**src/rtl/hazard_pkg.sv**
```systemverilog
// Shared definitions for the pipeline hazard controller: FSM encoding and stall-counter sizing.
// Latency: none (types and constants only).
// Backpressure: not applicable.
package hazard_pkg;

  // Width of the load-use bubble down-counter
  localparam int LU_CNT_W        = 4;
  // Longest load-use penalty the counter can express
  localparam int MAX_LOAD_STALLS = 15;

  // FSM encoding
  typedef logic [0:0] hz_state_t;
  localparam hz_state_t RUN      = 1'b0;
  localparam hz_state_t LU_STALL = 1'b1;

endpackage

```
**src/rtl/sat_counter.sv**
```systemverilog
// Saturating up-counter with enable, used for performance statistics.
// Latency: count reflects an enabled cycle one clock after it.
// Backpressure: none; once it reaches all-ones it holds there and ignores further enables.
module sat_counter #(
  parameter int W = 32
) (
  input  logic         clk,
  input  logic         rst_n,
  input  logic         en,
  output logic [W-1:0] count
);

  // Increment on enable and stop at all-ones so the count never wraps
  always_ff @(posedge clk or negedge rst_n) begin
    if (!rst_n) begin
      count <= '0;
    end else if (en && (count != {W{1'b1}})) begin
      count <= count + W'(1);
    end
  end

endmodule

```
**src/rtl/hazard_ctrl_unit.sv**
```systemverilog
// Hazard controller beside ID: load-use stalls (LOAD_STALLS bubbles), dmem-wait freeze, taken-branch flush.
// Latency: all pipeline controls are combinational from state, cnt and inputs; stall_cycles lags by one clock.
// Backpressure: dmem_ready=0 freezes every stage and pauses the load-use countdown. Define HAZARD_X0_FILTER_EN so loads to x0 never stall.
module hazard_ctrl_unit
  import hazard_pkg::*;
#(
  parameter int REG_ADDR_W  = 5,
  parameter int LOAD_STALLS = 1,
  parameter int PERF_W      = 32
) (
  input  logic                  clk,
  input  logic                  rst_n,
  input  logic [REG_ADDR_W-1:0] id_rs1,
  input  logic [REG_ADDR_W-1:0] id_rs2,
  input  logic                  id_rs1_used,
  input  logic                  id_rs2_used,
  input  logic [REG_ADDR_W-1:0] ex_rd,
  input  logic                  ex_mem_read,
  input  logic                  branch_taken,
  input  logic                  dmem_ready,
  output logic                  pc_write_en,
  output logic                  if_id_write_en,
  output logic                  if_id_flush,
  output logic                  id_ex_bubble,
  output logic                  ex_mem_write_en,
  output logic                  stall_active,
  output logic [PERF_W-1:0]     stall_cycles
);

  // Out-of-range penalties are clamped to what the 4-bit counter can hold
  localparam int LOAD_STALLS_C = (LOAD_STALLS > MAX_LOAD_STALLS) ? MAX_LOAD_STALLS : LOAD_STALLS;
  // The first bubble is issued from RUN, so LU_STALL covers the remaining ones
  localparam logic [LU_CNT_W-1:0] LU_RELOAD = LU_CNT_W'(LOAD_STALLS_C - 1);

  hz_state_t           state, state_nxt;
  logic [LU_CNT_W-1:0] cnt, cnt_nxt;
  logic                lu_match;
  logic                lu_hit;

  assign lu_match = ex_mem_read &
                    ((id_rs1_used & (id_rs1 == ex_rd)) |
                     (id_rs2_used & (id_rs2 == ex_rd)));

`ifdef HAZARD_X0_FILTER_EN
  // x0 is hard-wired zero, so a load targeting it cannot create a real dependency
  assign lu_hit = lu_match & (ex_rd != '0);
`else
  assign lu_hit = lu_match;
`endif

  // Priority: reset, dmem freeze, branch flush, ongoing load-use stall, new load-use hit, free run
  always_comb begin
    pc_write_en     = 1'b1;
    if_id_write_en  = 1'b1;
    if_id_flush     = 1'b0;
    id_ex_bubble    = 1'b0;
    ex_mem_write_en = 1'b1;
    stall_active    = 1'b0;
    state_nxt       = state;
    cnt_nxt         = cnt;
    if (!rst_n) begin
      pc_write_en     = 1'b0;
      if_id_write_en  = 1'b0;
      id_ex_bubble    = 1'b1;
      ex_mem_write_en = 1'b0;
    end else if (!dmem_ready) begin
      // Whole pipeline holds; state and cnt keep their values so the stall resumes afterwards
      pc_write_en     = 1'b0;
      if_id_write_en  = 1'b0;
      ex_mem_write_en = 1'b0;
      stall_active    = 1'b1;
    end else if (branch_taken) begin
      // Wrong-path instructions in IF/ID and ID are discarded, which also cancels any pending stall
      if_id_flush  = 1'b1;
      id_ex_bubble = 1'b1;
      state_nxt    = RUN;
      cnt_nxt      = '0;
    end else if (state == LU_STALL) begin
      // EX holds a bubble here, so a fresh lu_hit cannot occur and is not examined
      pc_write_en    = 1'b0;
      if_id_write_en = 1'b0;
      id_ex_bubble   = 1'b1;
      stall_active   = 1'b1;
      cnt_nxt        = cnt - LU_CNT_W'(1);
      if (cnt == LU_CNT_W'(1)) begin
        state_nxt = RUN;
      end
    end else if (lu_hit) begin
      pc_write_en    = 1'b0;
      if_id_write_en = 1'b0;
      id_ex_bubble   = 1'b1;
      stall_active   = 1'b1;
      if (LOAD_STALLS_C > 1) begin
        state_nxt = LU_STALL;
        cnt_nxt   = LU_RELOAD;
      end
    end
  end

  // FSM state and bubble down-counter
  always_ff @(posedge clk or negedge rst_n) begin
    if (!rst_n) begin
      state <= RUN;
      cnt   <= '0;
    end else begin
      state <= state_nxt;
      cnt   <= cnt_nxt;
    end
  end

  // Every cycle in which the PC does not advance is a lost cycle
  sat_counter #(
    .W (PERF_W)
  ) u_stall_ctr (
    .clk   (clk),
    .rst_n (rst_n),
    .en    (~pc_write_en),
    .count (stall_cycles)
  );

endmodule

```
**config.mk**
```make
export PLATFORM = sky130hd
export DESIGN_NAME = hazard_ctrl_unit
export DESIGN_NICKNAME = d
export VERILOG_FILES = /design/src/rtl/hazard_pkg.sv /design/src/rtl/sat_counter.sv /design/src/rtl/hazard_ctrl_unit.sv
export SDC_FILE = /design/constraint.sdc
export NUM_CORES = 1
export LEC_CHECK = 0
export CORE_UTILIZATION = 40
export CTS_CLUSTER_SIZE = 40
export DETAILED_ROUTE_END_ITERATION = 8
export PLACE_DENSITY_LB_ADDON = 0.25
export SYNTH_ARGS = -nofsm -noshare
export SYNTH_HDL_FRONTEND = slang
export SYNTH_SLANG_ARGS = --single-unit
```
**constraint.sdc**
```tcl
create_clock -name clk -period 2.7 [get_ports clk]
set_input_delay 0.54 -clock clk [delete_from_list [all_inputs] [get_ports clk]]
set_output_delay 0.54 -clock clk [all_outputs]
set_load 0.02 [all_outputs]
```
==> impl_metrics.env, run 1 <==
export IMPL_final_antenna_net_count=0
export IMPL_synth_compound_area_frac=0.0578
export IMPL_die_x_um=73.0
export IMPL_yosys_top_cells_area="dfrtp_1, xnor2_1, xor2_1"
export IMPL_r2r_end="u_stall_ctr.count[9]$_DFFE_PN0P_"
export IMPL_row_count=25
export IMPL_synthSimpleGateAreaFrac=0.250
export IMPL_grt_pass1_wl_um=7390
export IMPL_rsz0062_at_grt="no"
export IMPL_ys_types=34
export IMPL_drv_cap=0
export IMPL_synth_yosys_seq_area_share=0.460
export IMPL_final_nets=293
export IMPL_synth_seq_cells=37
export IMPL_clkSinkCount=37
export IMPL_root_buffer="clkbuf_8"
export IMPL_yosys_area_top_type_share=0.460
export IMPL_die_y_um=73.0
export IMPL_synthTopCellsByCount="dfrtp_1, xnor2_1, nand2_1"
export IMPL_start_util=0.421
export IMPL_crit_fanout=3
export IMPL_viasPerCell=4.90
export IMPL_htree_levels=2
export IMPL_placed_cell_area_um2=2730
export IMPL_status="complete, no violations"
export IMPL_async_flop_share=1.00
export IMPL_synth_xor_area_frac=0.182
export IMPL_dp_cells=327
export IMPL_drc=0
export IMPL_numCtsBuffers=5
export IMPL_cts_hold_buf=0
export IMPL_clk_pin_slew_ns=0.07
export IMPL_wl_um=4390
export IMPL_regToRegStartpoint="u_stall_ctr.count[0]$_DFFE_PN0P_"
export IMPL_critPathKind="primary input to output port"
export IMPL_avgSynthCellArea_um2=10.3
export IMPL_p_per_area_nw_per_um2=524
export IMPL_crit_slowest_cell="clkdlybuf4s50_1"
export IMPL_n_antenna_cell=0
export IMPL_vias=1641
export IMPL_drt_initial_drc_count=130
export IMPL_cts_tree="built"
export IMPL_p_leak_nw=1.29
export IMPL_area_growth_pct=41.4
export IMPL_post_route_period_util=0.957
export IMPL_crit_path_end_kind="output port"
export IMPL_final_max_slew_viol_count=0
export IMPL_syn_inst=195
export IMPL_critPathMaxStageDelay_ns=0.41
export IMPL_cp_cell_sequence="clkdlybuf4s50_1 > xor2_1 > nor4_2 > a41oi_2 > a21oi_4 > o21a_1 > buf_6"
export IMPL_first_global_vias=1577
export IMPL_start_kind="primary input"
export IMPL_ir_worst_vdd_mv=0.619
export IMPL_io_pins=60
export IMPL_period_needed_ns=2.59
export IMPL_crit_arrival_ns=2.05
export IMPL_synth_nets=220
export IMPL_synthAdderAreaFrac=0.0186
export IMPL_port_buffers=59
export IMPL_dpl_hpwl_um=3300
export IMPL_finalPower_mw=1.49
export IMPL_globalRouteOverflowTotal=0
export IMPL_design_area_um2=2850
export IMPL_final_setup_tns_ns=0
export IMPL_relSlewSlack=0.529
export IMPL_synth_area_mux_share=0.00559
export IMPL_whs_ns=0.286
export IMPL_setup_viol=0
export IMPL_skew_ns=0.00613
export IMPL_grt_max_degree=24
export IMPL_drive_gt1_frac=0.134
export IMPL_clk_latency_ns=0.28
export IMPL_gp_congestion=0.748
export IMPL_synth_edff_count=0
export IMPL_pre_cts_slack_ns=-0.502
export IMPL_yosys_warnings=0
export IMPL_grtUsageTotal=0.182
export IMPL_cts_path_max_buffers=2
export IMPL_rrSetupSlack_ns=0.47
export IMPL_worstMarginPinSlew_ns=0.700
export IMPL_yosysMostFrequentCell="dfrtp_1"
export IMPL_synthFlopType="dfrtp_1"
export IMPL_avgRoutedWirePerCell_um=13.1
export IMPL_netlist_area_um2=2010
export IMPL_synth_top_family_by_area="simple AND/OR/NAND/NOR gates"
export IMPL_yosys_area_top_type="dfrtp_1"
export IMPL_fp_dieArea_um2=5320
export IMPL_core_area_um2=4790
export IMPL_fin_util=0.595
export IMPL_crit_required_ns=2.16
export IMPL_ff2ff_path_depth=9
export IMPL_first_pass_iters=4
export IMPL_fmax_ghz=0.387
export IMPL_grt_antenna_before_repair=0
export IMPL_setup_ws_ns=0.115
export IMPL_layout_cells_non_filler=335
export IMPL_hold_viol_final=0
export IMPL_hold_class="primary input to async pin"
[sequential cells by signal, indices dropped and copies added, names as in the netlist]
name               count
state                  1
cnt                    4
u_stall_ctr.count     32
[cell families (layout without fill, tap and decap cells)]
kind of cell,Yosys count,after routing
and+or+nand+nor,89,89
xor gates and xnor gates,41,41
DFF,37,37
AOI/OAI and AO/OA,15,15
buffers and inverters,9,82
adders and majority gates,3,3
muxes,1,1
[repair_timing]
item,in CTS,in global routing
endpoints found under the setup margin,4,7
pin swaps,4,6
resized for setup,19,9
setup buffers,1,0
[power by group]
group	internal, mW	switching (mW)	leakage, nW
logic	0.202	0.195	0.758
registers	0.616	0.0985	0.486
clock network	0.202	0.180	0.0443
[final cells by class]
| cell class | instances | area [um2] |
|---|---|---|
| repair buffers | 69 | 679 |
| inverters | 6 | 22.5 |
| clock buffers | 7 | 86.3 |
| fillers | 422 | 1940 |
| flip-flops and latches | 37 | 926 |
| multi-input cells | 149 | 1050 |
| well taps | 67 | 83.8 |
[worst max path at each step]
stage              start            to  slack (ns)  cells past startpoint
5_1_grt        id_rs2[0]  stall_active       0.007                      7
3_5_place_dp    ex_rd[4]  stall_active       -0.50                      7
6_report       id_rs1[3]  stall_active        0.11                      7
3_3_place_gp    ex_rd[4]  stall_active       -0.44                      7
4_1_cts         ex_rd[1]  stall_active       0.007                      7
2_1_floorplan   ex_rd[4]   pc_write_en        0.44                      6
[routing by layer]
layer | track usage | part of all wire | vias up | wire length (um)
met5 | 0 | 0 | - | 0
met2 | 0.277 | 0.46 | 28 | 2030
met1 | 0.264 | 0.50 | 772 | 2210
li1 | - | - | 839 | -
met3 | 0.0373 | 0.030 | 2 | 133
met4 | 0.0458 | 0.0043 | 0 | 19
[worst max-delay path: cells and delay by family]
family,cells,cell delay [ns]
xor+xnor,1,0.17
compound gates,3,0.52
buf+inv,2,0.52
simple gates,1,0.29
[cells in the final DEF (no fill, tap or decap), drive strengths merged]
cell	count
o21a	3
or2	1
nor4	5
dlymetal6s2s	8
nor2	12
a21oi	4
xnor2	27
nor3	8
buf	15
o22a	1
o22ai	2
nand3	14
and3	8
inv	6
o21ai	4
mux2	1
nand2	20
xor2	14
dfrtp	37
a41oi	1
and4	2
ha	3
clkdlybuf4s50	46
or4	1
clkbuf	7
nand4	18
Note: power is estimated with default switching activity, not from simulation.
==> inputs of run 2 (changes only) <==
--- a/config.mk
+++ b/config.mk
@@ -5,6 +5,8 @@
 export SDC_FILE = /design/constraint.sdc
 export NUM_CORES = 1
 export LEC_CHECK = 0
+export ABC_AREA = 1
+export CORE_MARGIN = 2
 export CORE_UTILIZATION = 40
 export CTS_CLUSTER_SIZE = 40
 export DETAILED_ROUTE_END_ITERATION = 8
==> impl_metrics.env, run 2 <==
export IMPL_status="complete, no violations"
export IMPL_grt_pass1_wl_um=11500
export IMPL_layout_commonest_cell="nand2_1"
export IMPL_drv_cap=0
export IMPL_use_met1=0.253
export IMPL_grt_busiest_layer="met2"
export IMPL_start_kind="primary input"
export IMPL_finalPower_mw=1.46
export IMPL_die_y_um=87.3
export IMPL_n_antenna_cell=0
export IMPL_post_cts_setup_buffers=0
export IMPL_fmax_ghz=0.397
export IMPL_placed_cell_area_um2=3420
export IMPL_numCtsBuffers=5
export IMPL_ir_worst_vdd_mv=0.355
export IMPL_synth_yosys_seq_area_share=0.333
export IMPL_async_flop_share=1.00
export IMPL_avgRoutedWirePerCell_um=12.4
export IMPL_critPathKind="primary input to output port"
export IMPL_port_buffers=59
export IMPL_die_x_um=87.3
export IMPL_row_count=30
export IMPL_clkSinkCount=37
export IMPL_first_pass_iters=4
export IMPL_dp_cells=538
export IMPL_io_pins=60
export IMPL_grtUsageTotal=0.187
export IMPL_final_nets=490
export IMPL_netlist_area_um2=2780
export IMPL_cp_common_cell="nand2_1"
export IMPL_vias=2670
export IMPL_use_met3=0.0341
export IMPL_final_antenna_net_count=0
export IMPL_final_cell_mix="nand2_1, clkdlybuf4s50_1, inv_1"
export IMPL_yosysMostFrequentCell="nand2_1"
export IMPL_synth_seq_cells=37
export IMPL_grt_antenna_before_repair=0
export IMPL_pre_cts_slack_ns=-0.286
export IMPL_cts_tree="built"
export IMPL_synthFlopType="dfrtp_1"
export IMPL_crit_arrival_ns=1.98
export IMPL_setup_viol=0
export IMPL_yosys_area_top_type_share=0.333
export IMPL_wl_um=6780
export IMPL_cts_path_max_buffers=2
export IMPL_clk_pin_slew_ns=0.07
export IMPL_fp_dieArea_um2=7620
export IMPL_yosys_area_top_type="dfrtp_1"
export IMPL_drt_initial_drc_count=170
export IMPL_core_area_um2=6760
export IMPL_yosys_top_cells_area="dfrtp_1, nand2_1, inv_1"
export IMPL_drc=0
export IMPL_globalRouteOverflowTotal=0
export IMPL_skew_ns=0.00506
export IMPL_critPathMaxStageDelay_ns=0.52
export IMPL_p_leak_nw=1.76
export IMPL_worstMarginPinSlew_ns=0.462
export IMPL_seq_area_um2=926
export IMPL_drive_gt1_frac=0.0944
export IMPL_p_per_area_nw_per_um2=416
export IMPL_clk_latency_ns=0.29
export IMPL_cts_hold_buf=0
export IMPL_synth_nets=428
export IMPL_period_needed_ns=2.52
export IMPL_crit_path_end_kind="output port"
export IMPL_gp_congestion=0.956
export IMPL_synthTopCellsByCount="nand2_1, inv_1, dfrtp_1, nand3_1, nor2_1"
export IMPL_area_growth_pct=26.2
export IMPL_crit_slowest_cell="clkdlybuf4s50_1"
export IMPL_rsz0062_at_grt="no"
export IMPL_yosys_warnings=0
export IMPL_met2_usage=0.302
export IMPL_fill_cells=693
export IMPL_htree_levels=2
export IMPL_hold_class="primary input to async pin"
export IMPL_grt_max_degree=40
export IMPL_cp_cell_sequence="clkdlybuf4s50_1 > inv_2 > nand2_1 > nand2_1 > nor2_1 > nand3_1 > nand2_1 > nand2_1 > nand2_1 > o21ai_0 > nand2_1 > clkdlybuf4s15_1"
export IMPL_syn_inst=403
export IMPL_crit_required_ns=2.16
export IMPL_root_buffer="clkbuf_8"
export IMPL_ys_types=34
export IMPL_first_global_vias=2548
export IMPL_crit_fanout=3
export IMPL_relSlewSlack=0.692
export IMPL_design_area_um2=3500
export IMPL_layout_cells_non_filler=546
export IMPL_setup_ws_ns=0.181
export IMPL_viasPerCell=4.89
export IMPL_start_util=0.411
export IMPL_post_route_period_util=0.933
export IMPL_reg_top3="u_stall_ctr.count x32, cnt x4, state x1"
export IMPL_final_setup_tns_ns=0
export IMPL_final_max_slew_viol_count=0
export IMPL_hold_viol_final=0
export IMPL_synth_edff_count=0
export IMPL_largest_reg_flops=32
export IMPL_dpl_hpwl_um=5270
export IMPL_avgSynthCellArea_um2=6.89
export IMPL_multi_input_area_um2=1570
export IMPL_regMostFlops="u_stall_ctr.count"
[run 2: final timing paths]
path | slack (ns) | cells after the start | endpoint | startpoint
max | 0.18 | 12 | id_ex_bubble | ex_rd[3]
min | 0.05 | 1 | cnt[0]$_DFFE_PN0P_ | rst_n
max reg2reg | 0.69 | 10 | u_stall_ctr.count[2]$_DFFE_PN0P_ | u_stall_ctr.count[0]$_DFFE_PN0P_
min reg2reg | 0.52 | 2 | state$_DFFE_PN0P_ | state$_DFFE_PN0P_
max in group asynchronous | 2.00 | 2 | u_stall_ctr.count[15]$_DFFE_PN0P_ | rst_n
min in group clk | 0.52 | 2 | state$_DFFE_PN0P_ | state$_DFFE_PN0P_
[run 2: what timing repair did]
item | CTS | global route
endpoints found under the setup margin | 4 | 4
gates resized for setup | 5 | 9
hold endpoints to repair | 0 | 0
[run 2: area by class of cell]
| class | instances | area share |
|---|---|---|
| clock buffer | 7 | 0.0275 |
| timing repair buffer | 64 | 0.174 |
| sequential | 37 | 0.264 |
| inverter | 54 | 0.0579 |
| clock inverter | 1 | 0.00143 |
| tap | 80 | 0.0286 |
| multi-input combinational | 303 | 0.447 |
[run 2: worst max-delay path: cells and delay by family]
| family | cells | cell delay, ns |
|---|---|---|
| buf+inv | 3 | 0.86 |
| compound gates | 1 | 0.07 |
| simple gates | 8 | 0.52 |
[run 2: through the flow]
stage / utilization / hold WS (ns)
6_report: 0.519 / 0.0452
2_1_floorplan: - / 0.244
5_1_grt: 0.519 / 0.0345
4_1_cts: 0.520 / 0.0398
3_3_place_gp: 0.506 / 0.356
3_5_place_dp: 0.506 / 0.359
[run 2: cells by family (layout without fill, tap and decap cells)]
logic type,count (synthesis),after routing,share of synthesized area
buffers and inverters,63,126,0.103
AO/OA/AOI/OAI,11,11,0.0230
flip-flops,37,37,0.333
XOR/XNOR,22,22,0.0694
adder cells (fa/ha/maj),3,3,0.0135
AND/OR/NAND/NOR,267,267,0.458
[run 2: where the power goes]
| group | internal, mW | switching (mW) | total [mW] |
|---|---|---|---|
| sequential | 0.594 | 0.0727 | 0.667 |
| clock | 0.231 | 0.197 | 0.428 |
| combinational | 0.170 | 0.194 | 0.364 |
[run 2: metal layers]
metal | wire [um] | share of wire
met3 | 273 | 0.040
met1 | 3190 | 0.47
met5 | 0 | 0
met4 | 145 | 0.021
met2 | 3180 | 0.47
==> inputs of run 3 (changes only) <==
--- a/config.mk
+++ b/config.mk
@@ -5,12 +5,12 @@
 export SDC_FILE = /design/constraint.sdc
 export NUM_CORES = 1
 export LEC_CHECK = 0
-export ABC_AREA = 1
 export CORE_MARGIN = 2
 export CORE_UTILIZATION = 40
 export CTS_CLUSTER_SIZE = 40
 export DETAILED_ROUTE_END_ITERATION = 8
 export PLACE_DENSITY_LB_ADDON = 0.25
+export SKIP_CTS_REPAIR_TIMING = 1
 export SYNTH_ARGS = -nofsm -noshare
 export SYNTH_HDL_FRONTEND = slang
 export SYNTH_SLANG_ARGS = --single-unit
==> impl_metrics.env, run 3 (same netlist as run 1, synthesis figures left out) <==
export IMPL_status="complete, no violations"
export IMPL_path_buf_inv=2
export IMPL_start_util=0.421
export IMPL_use_met1=0.257
export IMPL_pre_cts_slack_ns=-0.477
export IMPL_p_per_area_nw_per_um2=561
export IMPL_clk_latency_ns=0.29
export IMPL_setup_viol=0
export IMPL_root_buffer="clkbuf_8"
export IMPL_avgRoutedWirePerCell_um=14.0
export IMPL_htree_levels=2
export IMPL_post_route_period_util=0.972
export IMPL_hold_class="primary input to async pin"
export IMPL_port_buffers=59
export IMPL_cts_tree="built"
export IMPL_largest_reg_flops=32
export IMPL_gp_congestion=0.835
export IMPL_final_cell_mix="clkdlybuf4s50_1, dfrtp_1, xnor2_1"
export IMPL_dp_cells=327
export IMPL_area_growth_pct=43.4
export IMPL_worstMarginPinSlew_ns=0.698
export IMPL_setup_ws_ns=0.0751
export IMPL_cp_cell_sequence="clkdlybuf4s50_1 > xor2_1 > nor4_2 > a41oi_2 > a21oi_4 > o21a_1 > clkbuf_2"
export IMPL_final_max_slew_viol_count=0
export IMPL_first_global_vias=1599
export IMPL_drt_initial_drc_count=91
export IMPL_drv_cap=0
export IMPL_cts_path_max_buffers=2
export IMPL_grtUsageTotal=0.184
export IMPL_fill_cells=395
export IMPL_final_nets=293
export IMPL_start_kind="primary input"
export IMPL_finalPower_mw=1.62
export IMPL_critPathMaxStageDelay_ns=0.41
export IMPL_io_pins=60
export IMPL_grt_max_degree=24
export IMPL_relSlewSlack=0.530
export IMPL_whs_ns=0.245
export IMPL_skew_ns=0.00873
export IMPL_crit_arrival_ns=2.08
export IMPL_die_y_um=75.0
export IMPL_clkSinkCount=37
export IMPL_use_met3=0.0469
export IMPL_crit_family="buffers and inverters"
export IMPL_critPathKind="primary input to output port"
export IMPL_drive_gt1_frac=0.134
export IMPL_drc=0
export IMPL_fp_dieArea_um2=5620
export IMPL_row_count=25
export IMPL_final_antenna_net_count=0
export IMPL_core_area_um2=4790
export IMPL_viasPerCell=4.99
export IMPL_crit_cells=7
export IMPL_grt_antenna_before_repair=0
export IMPL_dpl_hpwl_um=3500
export IMPL_first_pass_iters=4
export IMPL_crit_fanout=3
export IMPL_layout_cells_non_filler=336
export IMPL_numCtsBuffers=5
export IMPL_fmax_ghz=0.381
export IMPL_met2_usage=0.278
export IMPL_rsz0062_at_grt="yes"
export IMPL_grt_pass1_wl_um=7730
export IMPL_fin_util=0.604
export IMPL_layout_commonest_cell="clkdlybuf4s50_1"
export IMPL_vias=1675
export IMPL_crit_required_ns=2.16
export IMPL_ff2ff_path_depth=9
export IMPL_n_antenna_cell=0
export IMPL_reg_top3="u_stall_ctr.count x32, cnt x4, state x1"
export IMPL_ir_worst_vdd_mv=0.447
export IMPL_wl_um=4710
export IMPL_hold_viol_final=0
export IMPL_clk_pin_slew_ns=0.08
export IMPL_crit_slowest_cell="clkdlybuf4s50_1"
export IMPL_p_leak_nw=1.30
export IMPL_period_needed_ns=2.62
export IMPL_die_x_um=75.0
export IMPL_globalRouteOverflowTotal=0
export IMPL_grt_busiest_layer="met2"
export IMPL_crit_path_end_kind="output port"
export IMPL_regMostFlops="u_stall_ctr.count"
[run 3: final timing paths]
| kind | from | to | slack (ns) |
|---|---|---|---|
| max | id_rs1[1] | stall_active | 0.08 |
| min | rst_n | u_stall_ctr.count[2]$_DFFE_PN0P_ | 0.24 |
| max reg2reg | u_stall_ctr.count[0]$_DFFE_PN0P_ | u_stall_ctr.count[22]$_DFFE_PN0P_ | 0.38 |
| min reg2reg | u_stall_ctr.count[12]$_DFFE_PN0P_ | u_stall_ctr.count[12]$_DFFE_PN0P_ | 0.48 |
| max in group asynchronous | rst_n | u_stall_ctr.count[19]$_DFFE_PN0P_ | 2.23 |
| min in group clk | u_stall_ctr.count[12]$_DFFE_PN0P_ | u_stall_ctr.count[12]$_DFFE_PN0P_ | 0.48 |
[run 3: per-stage QoR]
step / cell area (um2) / setup TNS [ns]
4_1_cts: 2850 / -1.59
6_report: 2890 / 0
2_1_floorplan: 2010 / 0
3_5_place_dp: 2730 / -2.85
3_3_place_gp: 2730 / -1.88
5_1_grt: 2890 / -0.0318
[run 3: final cells by class]
type                            instances  area [um2]  area share
Multi-Input combinational cell        149        1050       0.363
Sequential cell                        37         926       0.320
Timing Repair Buffer                   69         687       0.238
Tap cell                               67        83.8      0.0290
Clock buffer                            6        82.6      0.0286
Clock inverter                          2        37.5      0.0130
Inverter                                6        22.5     0.00780
[run 3: routing by layer]
| metal | up-vias | part of all wire |
|---|---|---|
| met5 | - | 0 |
| met4 | 0 | 0.016 |
| met2 | 32 | 0.46 |
| met3 | 7 | 0.041 |
| li1 | 838 | - |
| met1 | 798 | 0.48 |
[run 3: power by group]
part | internal (mW) | total (mW) | switching [mW]
Clock | 0.300 | 0.504 | 0.204
Sequential | 0.615 | 0.708 | 0.0932
Combinational | 0.205 | 0.407 | 0.202
Total | 1.12 | 1.62 | 0.500
[run 3: worst register-to-register path, stage by stage (launching register included)]
cell and delay [ns]:
dfrtp_1 0.44, ha_1 0.21, nand3_1 0.14, or2_2 0.37, nor4_4 0.35, nand3_2 0.16, o21a_2 0.16, buf_12 0.16
nand4_1 0.13, xnor2_1 0.13
